[config.mk]
export PLATFORM = sky130hd
export DESIGN_NAME = dmem_access_ctrl_flat
export DESIGN_NICKNAME = d
export VERILOG_FILES = /design/src/rtl/dmem_if.sv /design/src/rtl/dmem_access_ctrl.sv /design/src/flat_wrapper.sv
export SDC_FILE = /design/constraint.sdc
export NUM_CORES = 1
export LEC_CHECK = 0
export ABC_AREA = 1
export BUFFER_PORTS_ARGS = -buffer_cell sky130_fd_sc_hd__buf_2
export CORE_ASPECT_RATIO = 1.2
export CORE_UTILIZATION = 45
export CTS_CLUSTER_SIZE = 24
export DETAILED_ROUTE_END_ITERATION = 8
export HOLD_SLACK_MARGIN = 0.08
export PLACE_DENSITY = 0.77
export SYNTH_ARGS = -nofsm -noshare
export SYNTH_HDL_FRONTEND = slang
export SYNTH_SLANG_ARGS = --single-unit
[constraint.sdc]
create_clock -name clk -period 4.5 [get_ports clk]
set_clock_uncertainty 0.1 [all_clocks]
set_input_delay 0.9 -clock clk [delete_from_list [all_inputs] [get_ports clk]]
set_output_delay 0.9 -clock clk [all_outputs]
set_load 0.02 [all_outputs]
[src/rtl/dmem_if.sv]
// dmem_if: core request/response port and word-memory bus of dmem_access_ctrl.
// The slave modport is the controller's view; master is the core/memory side.
interface dmem_if #(
  parameter int unsigned DM_ADDRESS = 9,
  parameter int unsigned DATA_W     = 32
) ();
  logic                  req_valid;
  logic                  req_ready;
  logic                  req_we;
  logic [2:0]            req_funct3;
  logic [DM_ADDRESS-1:0] req_addr;
  logic [DATA_W-1:0]     req_wdata;
  logic                  resp_valid;
  logic [DATA_W-1:0]     resp_rdata;
  logic                  resp_err;
  logic                  mem_re;
  logic                  mem_we;
  logic [DM_ADDRESS-1:0] mem_addr;
  logic [DATA_W-1:0]     mem_wdata;
  logic [3:0]            mem_wstrb;
  logic [DATA_W-1:0]     mem_rdata;

  modport slave (
    input  req_valid, req_we, req_funct3, req_addr, req_wdata, mem_rdata,
    output req_ready, resp_valid, resp_rdata, resp_err,
           mem_re, mem_we, mem_addr, mem_wdata, mem_wstrb
  );

  modport master (
    output req_valid, req_we, req_funct3, req_addr, req_wdata, mem_rdata,
    input  req_ready, resp_valid, resp_rdata, resp_err,
           mem_re, mem_we, mem_addr, mem_wdata, mem_wstrb
  );
endinterface

[src/rtl/dmem_access_ctrl.sv]
// dmem_access_ctrl: byte/half/word load-store sequencer onto a word-organised data memory.
// Define MISALIGN_SPLIT_EN to split word-crossing accesses into two beats; otherwise they return resp_err.
module dmem_access_ctrl #(
  parameter int unsigned DM_ADDRESS = 9,
  parameter int unsigned DATA_W     = 32
) (
  input logic   clk,
  input logic   rst_n,
  dmem_if.slave bus
);

  typedef enum logic [1:0] {IDLE, BEAT0, BEAT1, DONE} state_t;

  state_t                  state_q, state_d;
  logic                    we_q, we_d;
  logic [2:0]              f3_q, f3_d;
  logic [DM_ADDRESS-1:0]   addr_q, addr_d;
  logic [DATA_W-1:0]       wdata_q, wdata_d;
  logic [DATA_W-1:0]       rbuf_q, rbuf_d;
  logic [DATA_W-1:0]       rdata_q, rdata_d;
  logic                    err_q, err_d;

  logic                    cross_q;
  logic                    split_q;
  logic                    err_cur;
  logic [3:0]              size_mask;
  logic [7:0]              strb_wide;
  logic [2*DATA_W-1:0]     data_wide;
  logic [4:0]              lane_sh;
  logic [DM_ADDRESS-3:0]   word0, word1;
  logic [DATA_W-1:0]       beat_lo, beat_hi, asm_word, rdata_cur;

  always_comb begin
    unique case (f3_q[1:0])
      2'b00:   cross_q = 1'b0;
      2'b01:   cross_q = (addr_q[1:0] == 2'b11);
      default: cross_q = (addr_q[1:0] != 2'b00);
    endcase
  end

`ifdef MISALIGN_SPLIT_EN
  assign split_q = cross_q;
  assign err_cur = 1'b0;
`else
  assign split_q = 1'b0;
  assign err_cur = cross_q;
`endif

  // Store lanes: the low nibble/word of the widened shift is beat 0, the high part is beat 1.
  always_comb begin
    unique case (f3_q[1:0])
      2'b00:   size_mask = 4'b0001;
      2'b01:   size_mask = 4'b0011;
      default: size_mask = 4'b1111;
    endcase
  end

  assign lane_sh   = {addr_q[1:0], 3'b000};
  assign strb_wide = {4'b0000, size_mask} << addr_q[1:0];
  assign data_wide = {{DATA_W{1'b0}}, wdata_q} << lane_sh;
  assign word0     = addr_q[DM_ADDRESS-1:2];
  assign word1     = word0 + {{(DM_ADDRESS-3){1'b0}}, 1'b1};

  // Load assembly: beat 0 comes from the BEAT1 capture on split loads, otherwise live.
  assign beat_lo  = split_q ? rbuf_q : bus.mem_rdata;
  assign beat_hi  = split_q ? bus.mem_rdata : '0;
  assign asm_word = DATA_W'({beat_hi, beat_lo} >> lane_sh);

  always_comb begin
    rdata_cur = '0;
    if (!we_q && !err_cur) begin
      unique case (f3_q[1:0])
        2'b00:   rdata_cur = {{24{~f3_q[2] & asm_word[7]}}, asm_word[7:0]};
        2'b01:   rdata_cur = {{16{~f3_q[2] & asm_word[15]}}, asm_word[15:0]};
        default: rdata_cur = asm_word;
      endcase
    end
  end

  always_ff @(posedge clk or negedge rst_n) begin
    if (!rst_n) state_q <= IDLE;
    else        state_q <= state_d;
  end

  // A rejected crossing access still spends the BEAT0 slot (strobes suppressed) so its
  // response lands with the same latency as a single-beat access.
  always_comb begin
    state_d = state_q;
    unique case (state_q)
      IDLE:    if (bus.req_valid) state_d = BEAT0;
      BEAT0:   state_d = split_q ? BEAT1 : DONE;
      BEAT1:   state_d = DONE;
      default: state_d = IDLE;
    endcase
  end

  always_comb begin
    bus.req_ready  = (state_q == IDLE);
    bus.resp_valid = (state_q == DONE);
    bus.resp_rdata = (state_q == DONE) ? rdata_cur : rdata_q;
    bus.resp_err   = (state_q == DONE) ? err_cur : err_q;
    bus.mem_re     = 1'b0;
    bus.mem_we     = 1'b0;
    bus.mem_addr   = '0;
    bus.mem_wdata  = '0;
    bus.mem_wstrb  = '0;
    if (state_q == BEAT0 && !err_cur) begin
      bus.mem_re   = ~we_q;
      bus.mem_we   = we_q;
      bus.mem_addr = {word0, 2'b00};
      if (we_q) begin
        bus.mem_wdata = data_wide[DATA_W-1:0];
        bus.mem_wstrb = strb_wide[3:0];
      end
    end else if (state_q == BEAT1) begin
      bus.mem_re   = ~we_q;
      bus.mem_we   = we_q;
      bus.mem_addr = {word1, 2'b00};
      if (we_q) begin
        bus.mem_wdata = data_wide[2*DATA_W-1:DATA_W];
        bus.mem_wstrb = strb_wide[7:4];
      end
    end
  end

  always_comb begin
    we_d    = we_q;
    f3_d    = f3_q;
    addr_d  = addr_q;
    wdata_d = wdata_q;
    rbuf_d  = rbuf_q;
    rdata_d = rdata_q;
    err_d   = err_q;
    if (state_q == IDLE && bus.req_valid) begin
      we_d    = bus.req_we;
      f3_d    = bus.req_funct3;
      addr_d  = bus.req_addr;
      wdata_d = bus.req_wdata;
    end
    if (state_q == BEAT1) rbuf_d = bus.mem_rdata;
    if (state_q == DONE) begin
      rdata_d = rdata_cur;
      err_d   = err_cur;
    end
  end

  always_ff @(posedge clk or negedge rst_n) begin
    if (!rst_n) begin
      we_q    <= 1'b0;
      f3_q    <= '0;
      addr_q  <= '0;
      wdata_q <= '0;
      rbuf_q  <= '0;
      rdata_q <= '0;
      err_q   <= 1'b0;
    end else begin
      we_q    <= we_d;
      f3_q    <= f3_d;
      addr_q  <= addr_d;
      wdata_q <= wdata_d;
      rbuf_q  <= rbuf_d;
      rdata_q <= rdata_d;
      err_q   <= err_d;
    end
  end

endmodule

[src/flat_wrapper.sv]
// flat-port wrapper written by rule: the top's interface ports become plain ports
module dmem_access_ctrl_flat 
#(
  parameter int unsigned DM_ADDRESS = 9,
  parameter int unsigned DATA_W     = 32
)
  (clk, rst_n, bus_req_valid, bus_req_we, bus_req_funct3, bus_req_addr, bus_req_wdata, bus_mem_rdata, bus_req_ready, bus_resp_valid, bus_resp_rdata, bus_resp_err, bus_mem_re, bus_mem_we, bus_mem_addr, bus_mem_wdata, bus_mem_wstrb);
  dmem_if #(.DM_ADDRESS(DM_ADDRESS), .DATA_W(DATA_W)) bus_i ();
  input logic clk;
  input logic rst_n;
  input wire logic [$bits(bus_i.req_valid)-1:0] bus_req_valid;
  input wire logic [$bits(bus_i.req_we)-1:0] bus_req_we;
  input wire logic [$bits(bus_i.req_funct3)-1:0] bus_req_funct3;
  input wire logic [$bits(bus_i.req_addr)-1:0] bus_req_addr;
  input wire logic [$bits(bus_i.req_wdata)-1:0] bus_req_wdata;
  input wire logic [$bits(bus_i.mem_rdata)-1:0] bus_mem_rdata;
  output wire logic [$bits(bus_i.req_ready)-1:0] bus_req_ready;
  output wire logic [$bits(bus_i.resp_valid)-1:0] bus_resp_valid;
  output wire logic [$bits(bus_i.resp_rdata)-1:0] bus_resp_rdata;
  output wire logic [$bits(bus_i.resp_err)-1:0] bus_resp_err;
  output wire logic [$bits(bus_i.mem_re)-1:0] bus_mem_re;
  output wire logic [$bits(bus_i.mem_we)-1:0] bus_mem_we;
  output wire logic [$bits(bus_i.mem_addr)-1:0] bus_mem_addr;
  output wire logic [$bits(bus_i.mem_wdata)-1:0] bus_mem_wdata;
  output wire logic [$bits(bus_i.mem_wstrb)-1:0] bus_mem_wstrb;
  assign bus_i.req_valid = bus_req_valid;
  assign bus_i.req_we = bus_req_we;
  assign bus_i.req_funct3 = bus_req_funct3;
  assign bus_i.req_addr = bus_req_addr;
  assign bus_i.req_wdata = bus_req_wdata;
  assign bus_i.mem_rdata = bus_mem_rdata;
  assign bus_req_ready = bus_i.req_ready;
  assign bus_resp_valid = bus_i.resp_valid;
  assign bus_resp_rdata = bus_i.resp_rdata;
  assign bus_resp_err = bus_i.resp_err;
  assign bus_mem_re = bus_i.mem_re;
  assign bus_mem_we = bus_i.mem_we;
  assign bus_mem_addr = bus_i.mem_addr;
  assign bus_mem_wdata = bus_i.mem_wdata;
  assign bus_mem_wstrb = bus_i.mem_wstrb;
  dmem_access_ctrl #(.DM_ADDRESS(DM_ADDRESS), .DATA_W(DATA_W)) u_core (.clk(clk), .rst_n(rst_n), .bus(bus_i));
endmodule
Yosys cells after proc, flatten, opt, wreduce, memory -nomap -nowiden
Index checks and enable logic that the tools add are counted.

word-level totals
  register bits = 80
  input port bits = 80

cells by class
  add/sub/neg operators = 1
  equality and inequality tests = 6
  shift-type cells = 3
  mux-type cells = 22
  bitwise operators = 4
  reductions and logical operators = 9

operator list
  operator                                                         number
  32-bit two-way mux                                               6
  32-bit case mux with 2 select lines                              1
  32-bit by 5-bit << shifter with 64-bit output                    1
  32-bit by 5-bit right shift with 32-bit output                   1
  9-bit two-way mux                                                2
  4-bit two-way mux                                                4
  4-bit case mux with 2 select lines                               1
  4-bit by 2-bit << shifter with 8-bit output                      1
  7-bit by 1-bit adder with 7-bit output, second input constant    1
  2-bit == test, second input constant                             3
  1-bit two-way mux                                                5
  2-bit by 1-bit == test with 1-bit output, second input constant  2
  2-bit logical NOT                                                2
  2-bit case mux with 2 select lines                               1
  1-bit logical AND                                                3
  1-bit AND                                                        2
  1-bit logical NOT                                                2
  2-bit two-way mux                                                1
  2-bit inequality test, second input constant                     1
  1-bit inverter                                                   2
  1-bit case mux with 2 select lines                               1
  2-bit nonzero test                                               1
  2-bit OR reduction                                               1

Depth between registers and ports, before layout
  depth in word-level cells = 6
  gate-level depth with buffers = 10
  mapped depth without buffers = 8

Worst setup path after synthesis
No wires, ideal clock.

  path type = in2out
  start = input bus_mem_rdata[31]
  end = output bus_resp_rdata[21]
  arrival = 1711 ps
  path slack = 1789 ps
  stages on the path = 7
  cells stage by stage = nand2_1 nand3_1 nand3_4 nand3_4 buf_6 nand2_2 nand2_1

between the ends
  word-level cells in the longest chain between the ends = 5
  elaborated cells on any way between the ends = 6
  those cells by class = shift: 1; mux: 3; bitwise: 2

RTL lines
  element                                           RTL line                                        source
  start, declared                                   flat_wrapper.sv:16                              input wire logic [$bits(bus_i.mem_rdata)-1:0] bus_mem_rdata;
  32-bit by 5-bit right shift with 32-bit output *  dmem_access_ctrl.sv:67                          assign asm_word = DATA_W'({beat_hi, beat_lo} >> lane_sh);
  1-bit AND, on equally long branches               dmem_access_ctrl.sv:74, dmem_access_ctrl.sv:73
  32-bit case mux with 2 select lines *             dmem_access_ctrl.sv:72                          unique case (f3_q[1:0])
  32-bit two-way mux *                              dmem_access_ctrl.sv:71                          if (!we_q && !err_cur) begin
  32-bit two-way mux *                              dmem_access_ctrl.sv:100                         bus.resp_rdata = (state_q == DONE) ? rdata_cur : rdata_q;
  end, declared                                     flat_wrapper.sv:19                              output wire logic [$bits(bus_i.resp_rdata)-1:0] bus_resp_rdata;

Mark *: on every way between the ends. The rest lies on a longest branch, timed or not.

Worst setup path in the final report
  start = register u_core.addr_q[0]
  end = output bus_resp_rdata[13]

between the ends
  word-level cells in the longest chain between the ends = 6
  elaborated cells on any way between the ends = 10
  those cells by class = eq/ne: 1; shift: 1; mux: 4; bitwise: 1; reduce/logical: 3

RTL lines
  element                                                                                                 RTL line                 source
  start, declared                                                                                         dmem_access_ctrl.sv:17   logic [DM_ADDRESS-1:0] addr_q, addr_d;
  start signal, assigned                                                                                  dmem_access_ctrl.sv:159  addr_q <= addr_d;
  parallel branches: the longest is 4 deep, another holds 32-bit by 5-bit right shift with 32-bit output  n/a
  32-bit two-way mux *                                                                                    dmem_access_ctrl.sv:71
  32-bit two-way mux *                                                                                    dmem_access_ctrl.sv:100

Every way passes the cells marked *.

==> summary.md <==
| Metric | Value |
|---|---|
| GRT Util Overall | 0.257 |
| PwrDens | 706 mW/mm^2 |
| Yosys Warn Count | 0 |
| Clock power share | 0.163 |
| Post-route ant nets | 0 |
| CTS tree | built |
| Cell mode on critical path | nand2_1 |
| Setup violations, final | 0 |
| Hold Crit Class | flop to flop |
| Pin count of the biggest net entering global routing | slightly above 80 |
| Core area | between 0.01 and 0.015 sq mm |
| Share of cells above drive strength 1 | 0.282 |
| Final setup TNS | 0 ns |
| Post-placement cell count | ~950 |
| Cell row count | 42 |
| Vias per cell | about 5.4 |
| Rel. slew slack | 0.302 |
| Synth top area share | 0.395 |
| Synth top area cells | dfrtp_1 39%, nand2_1 17%, mux2_2 4.7% |
| Crit path required time | between 3 and 4 ns |
| CP max FO | between 60 and 70 |
| Synth cell types | 36 |
| Maximum vdd drop | about 0.28 mV |
| Switching Fraction | 0.499 |
| EDFF count, synth | 0 |
| Final worst path period need | 3.53 ns |
| IO buf count | about 160 |
| CP max-delay cell | dfrtp_2 |
| # IOs | between 150 and 200 |
| Reg-to-Reg End | u_core.wdata_q[28]$_DFFE_PN0P_ |
| Root buf cell | clkbuf_16 |
| Leak Pwr | 3.34 nW |
| Internal power | about 0.0022 W |
| Post-Synthesis Cells | just under 700 |
| Worst slew pin tran | approximately 1.0 ns |
| Clk sinks | 80 |
| Startpoint types | flop |
| Dominant synthesized flop cell | dfrtp_1 |
| Seq cells post-synth | 80 |
| # hold bufs at CTS | 0 |
| Worst r2r path cells | 5 |
| Seq/Total Area, Yosys | 0.395 |
| Vias | ~5200 |
| TritonRoute pass-1 iters | 6 |
| CTS Buf Count | 9 |
| Comb pwr share | 0.547 |
| Initial antenna violation count | 0 |
| Post-synth top area cell | dfrtp_1 |
| Delay of the slowest critical-path stage | 0.71 ns |
| Psw | around 0.0021 W |
| Worst Hold End | u_core.rdata_q[19]$_DFF_PN0_ |
| R2r startpoint | u_core.state_q[0]$_DFFE_PN0P_ |
| Fraction of registers with async set/reset | 1.00 |
| Worst path cell trace | buf_4 -> nand2_1 -> o21a_1 -> o211ai_1 -> nand2_1 -> nand2_1 -> nand2_1 -> buf_2 |
| Fmax achieved | between 0.2 and 0.3 GHz |
| Avg WL per Cell | approximately 15 microns |
| CTS H-tree depth | 3 |
| CTS Buffer Depth | 2 |
| Worst hold path stage count | 2 |
| GPL Wtd Cong | 0.918 |
| Detailed Route Iter0 Violations | around 280 |
| Final std cells w/o fill | 963 |
| R2R Setup Slk | between 2 and 2.5 ns |
| WP data arrival | ~2.5 ns |
| Post-synthesis cell area | just over 0.005 sq mm |
| Hold wc startpoint | u_core.rdata_q[19]$_DFF_PN0_ |
| Hold Vio Cnt, Final | 0 |
| Final net count | 912 |
| First-pass GRT wire length | roughly 24000 microns |
| RSZ-0062 raised after global routing | false |
| Synthesis-to-finish area growth | 20.1% |
| Post-Route WL | around 15000 microns |
| Number of diodes | 0 |
| Die width | 98.9 microns |
| Initial core utilization | 0.462 |
| Slew Viols, Final | 0 |
| Worst setup startpoint | u_core.addr_q[0]$_DFFE_PN0P_ |
| Setup bufs post-CTS | 0 |
| Worst skew pair latency | 0.35 ns |
| Fill cells | 1096 |
| # DRC | 0 |
| Global route overflow | 0 |
| Max-cap violations | 0 |
| Reg power frac | 0.289 |
| Die area | around 0.012 sq mm |
| Vias in the first global route | ~5000 |
| Status | finished clean |
| Post_cts resized | 0 |
| Clk slew on worst S/H paths | ~0.060 ns |
| Die Height | 118 microns |
| Hpwl dp | roughly 10000 microns |
| Syn avg cell area | 7.30 sq um |
| CP Class | flop to output port |
| Crit share post-route | 0.784 |
| Crit end category | output port |
cell families after synthesis:
logic type               Yosys count  share of synthesized area
AO/OA/AOI/OAI                    135                      0.145
buffers and inverters             84                     0.0814
adder cells (fa/ha/maj)            6                     0.0148
multiplexers                      21                     0.0466
AND/OR/NAND/NOR                  368                      0.317
other                              1                   0.000739
flip-flops                        80                      0.395
layout make-up:
| class | count | area (sq um) | area share |
|---|---|---|---|
| clock buffers | 9 | 225 | 0.0369 |
| clock inverters | 7 | 53.8 | 0.00883 |
| inverters | 40 | 155 | 0.0255 |
| multi-input cells | 532 | 2670 | 0.437 |
| flip-flops and latches | 80 | 2000 | 0.329 |
| well taps | 132 | 165 | 0.0271 |
| repair buffers | 163 | 828 | 0.136 |
critical path: cells and delay by family (launching register included):
family                 cells  cell delay, ns
AND/OR/NAND/NOR            4            0.36
flip-flops                 1            0.71
buffers and inverters      2            0.73
AO/OA/AOI/OAI              2            0.37
flip-flops by register name (all words and copies together), names as in the netlist:
register	flops
u_core.err_q	1
u_core.f3_q	3
u_core.rdata_q	32
u_core.state_q	2
u_core.wdata_q	32
u_core.addr_q	9
u_core.we_q	1
power by group through the flow:
stage,clock [W],combinational (W),sequential [W]
floorplan,0,0.00188,0.00115
global placement,0,0.00232,0.00124
detailed placement,0,0.00235,0.00126
CTS,0.000711,0.00236,0.00124
global route,0.000741,0.00261,0.00129
finish,0.000703,0.00235,0.00125
worst max path at each step:
stage / endpoint / cells after the start
2_1_floorplan: bus_resp_rdata[21] / 7
3_3_place_gp: bus_resp_rdata[13] / 8
3_5_place_dp: bus_resp_rdata[13] / 8
4_1_cts: bus_resp_rdata[13] / 8
5_1_grt: bus_resp_rdata[13] / 8
6_report: bus_resp_rdata[13] / 8
metal layers:
layer | global-route usage | part of all wire | wire (microns)
met5 | 0 | 0 | 0
met4 | 0.0942 | 0.020 | 284
met3 | 0.0603 | 0.088 | 1270
met2 | 0.435 | 0.49 | 7180
met1 | 0.317 | 0.40 | 5770
through the flow:
| step | area (sq um) | power, W | hold WS (ns) | setup WS, ns | utilization |
|---|---|---|---|---|---|
| global route | 6100 | 0.00464 | 0.388 | 0.738 | 0.555 |
| detailed placement | 5820 | 0.00361 | 0.356 | 1.39 | 0.530 |
| floorplan | 5080 | 0.00303 | 0.389 | 1.79 | - |
| global placement | 5820 | 0.00356 | 0.358 | 1.40 | 0.530 |
| CTS | 6100 | 0.00431 | 0.371 | 1.01 | 0.555 |
| finish | 6100 | 0.00430 | 0.369 | 0.970 | 0.555 |
synth_stat cells, types with 7 or more instances:
cell type	count
nand2_1	232
dfrtp_1	80
nor2_1	57
a21oi_1	45
o21ai_0	43
nand3_1	40
inv_1	35
mux2_2	21
o21ai_1	19
o22ai_1	16
buf_2	14
clkbuf_1	14
nand2_2	11
buf_6	7
nand4_1	7
o211ai_1	7
placed cells by master, fill, tap and decap left out, drive strengths merged, types with 2 or more instances in the layout:
cell type and n:
clkbuf 9, conb 2, nand3 45, o211ai 7
nand2 245, buf 163, nand4 8, nor2 59
clkinv 2, dfrtp 80, mux2 21, inv 43
o22ai 16, clkinvlp 2, or2 10, a21oi 45
o21ai 64, ha 6
Note: power is estimated with default switching activity, not from simulation.
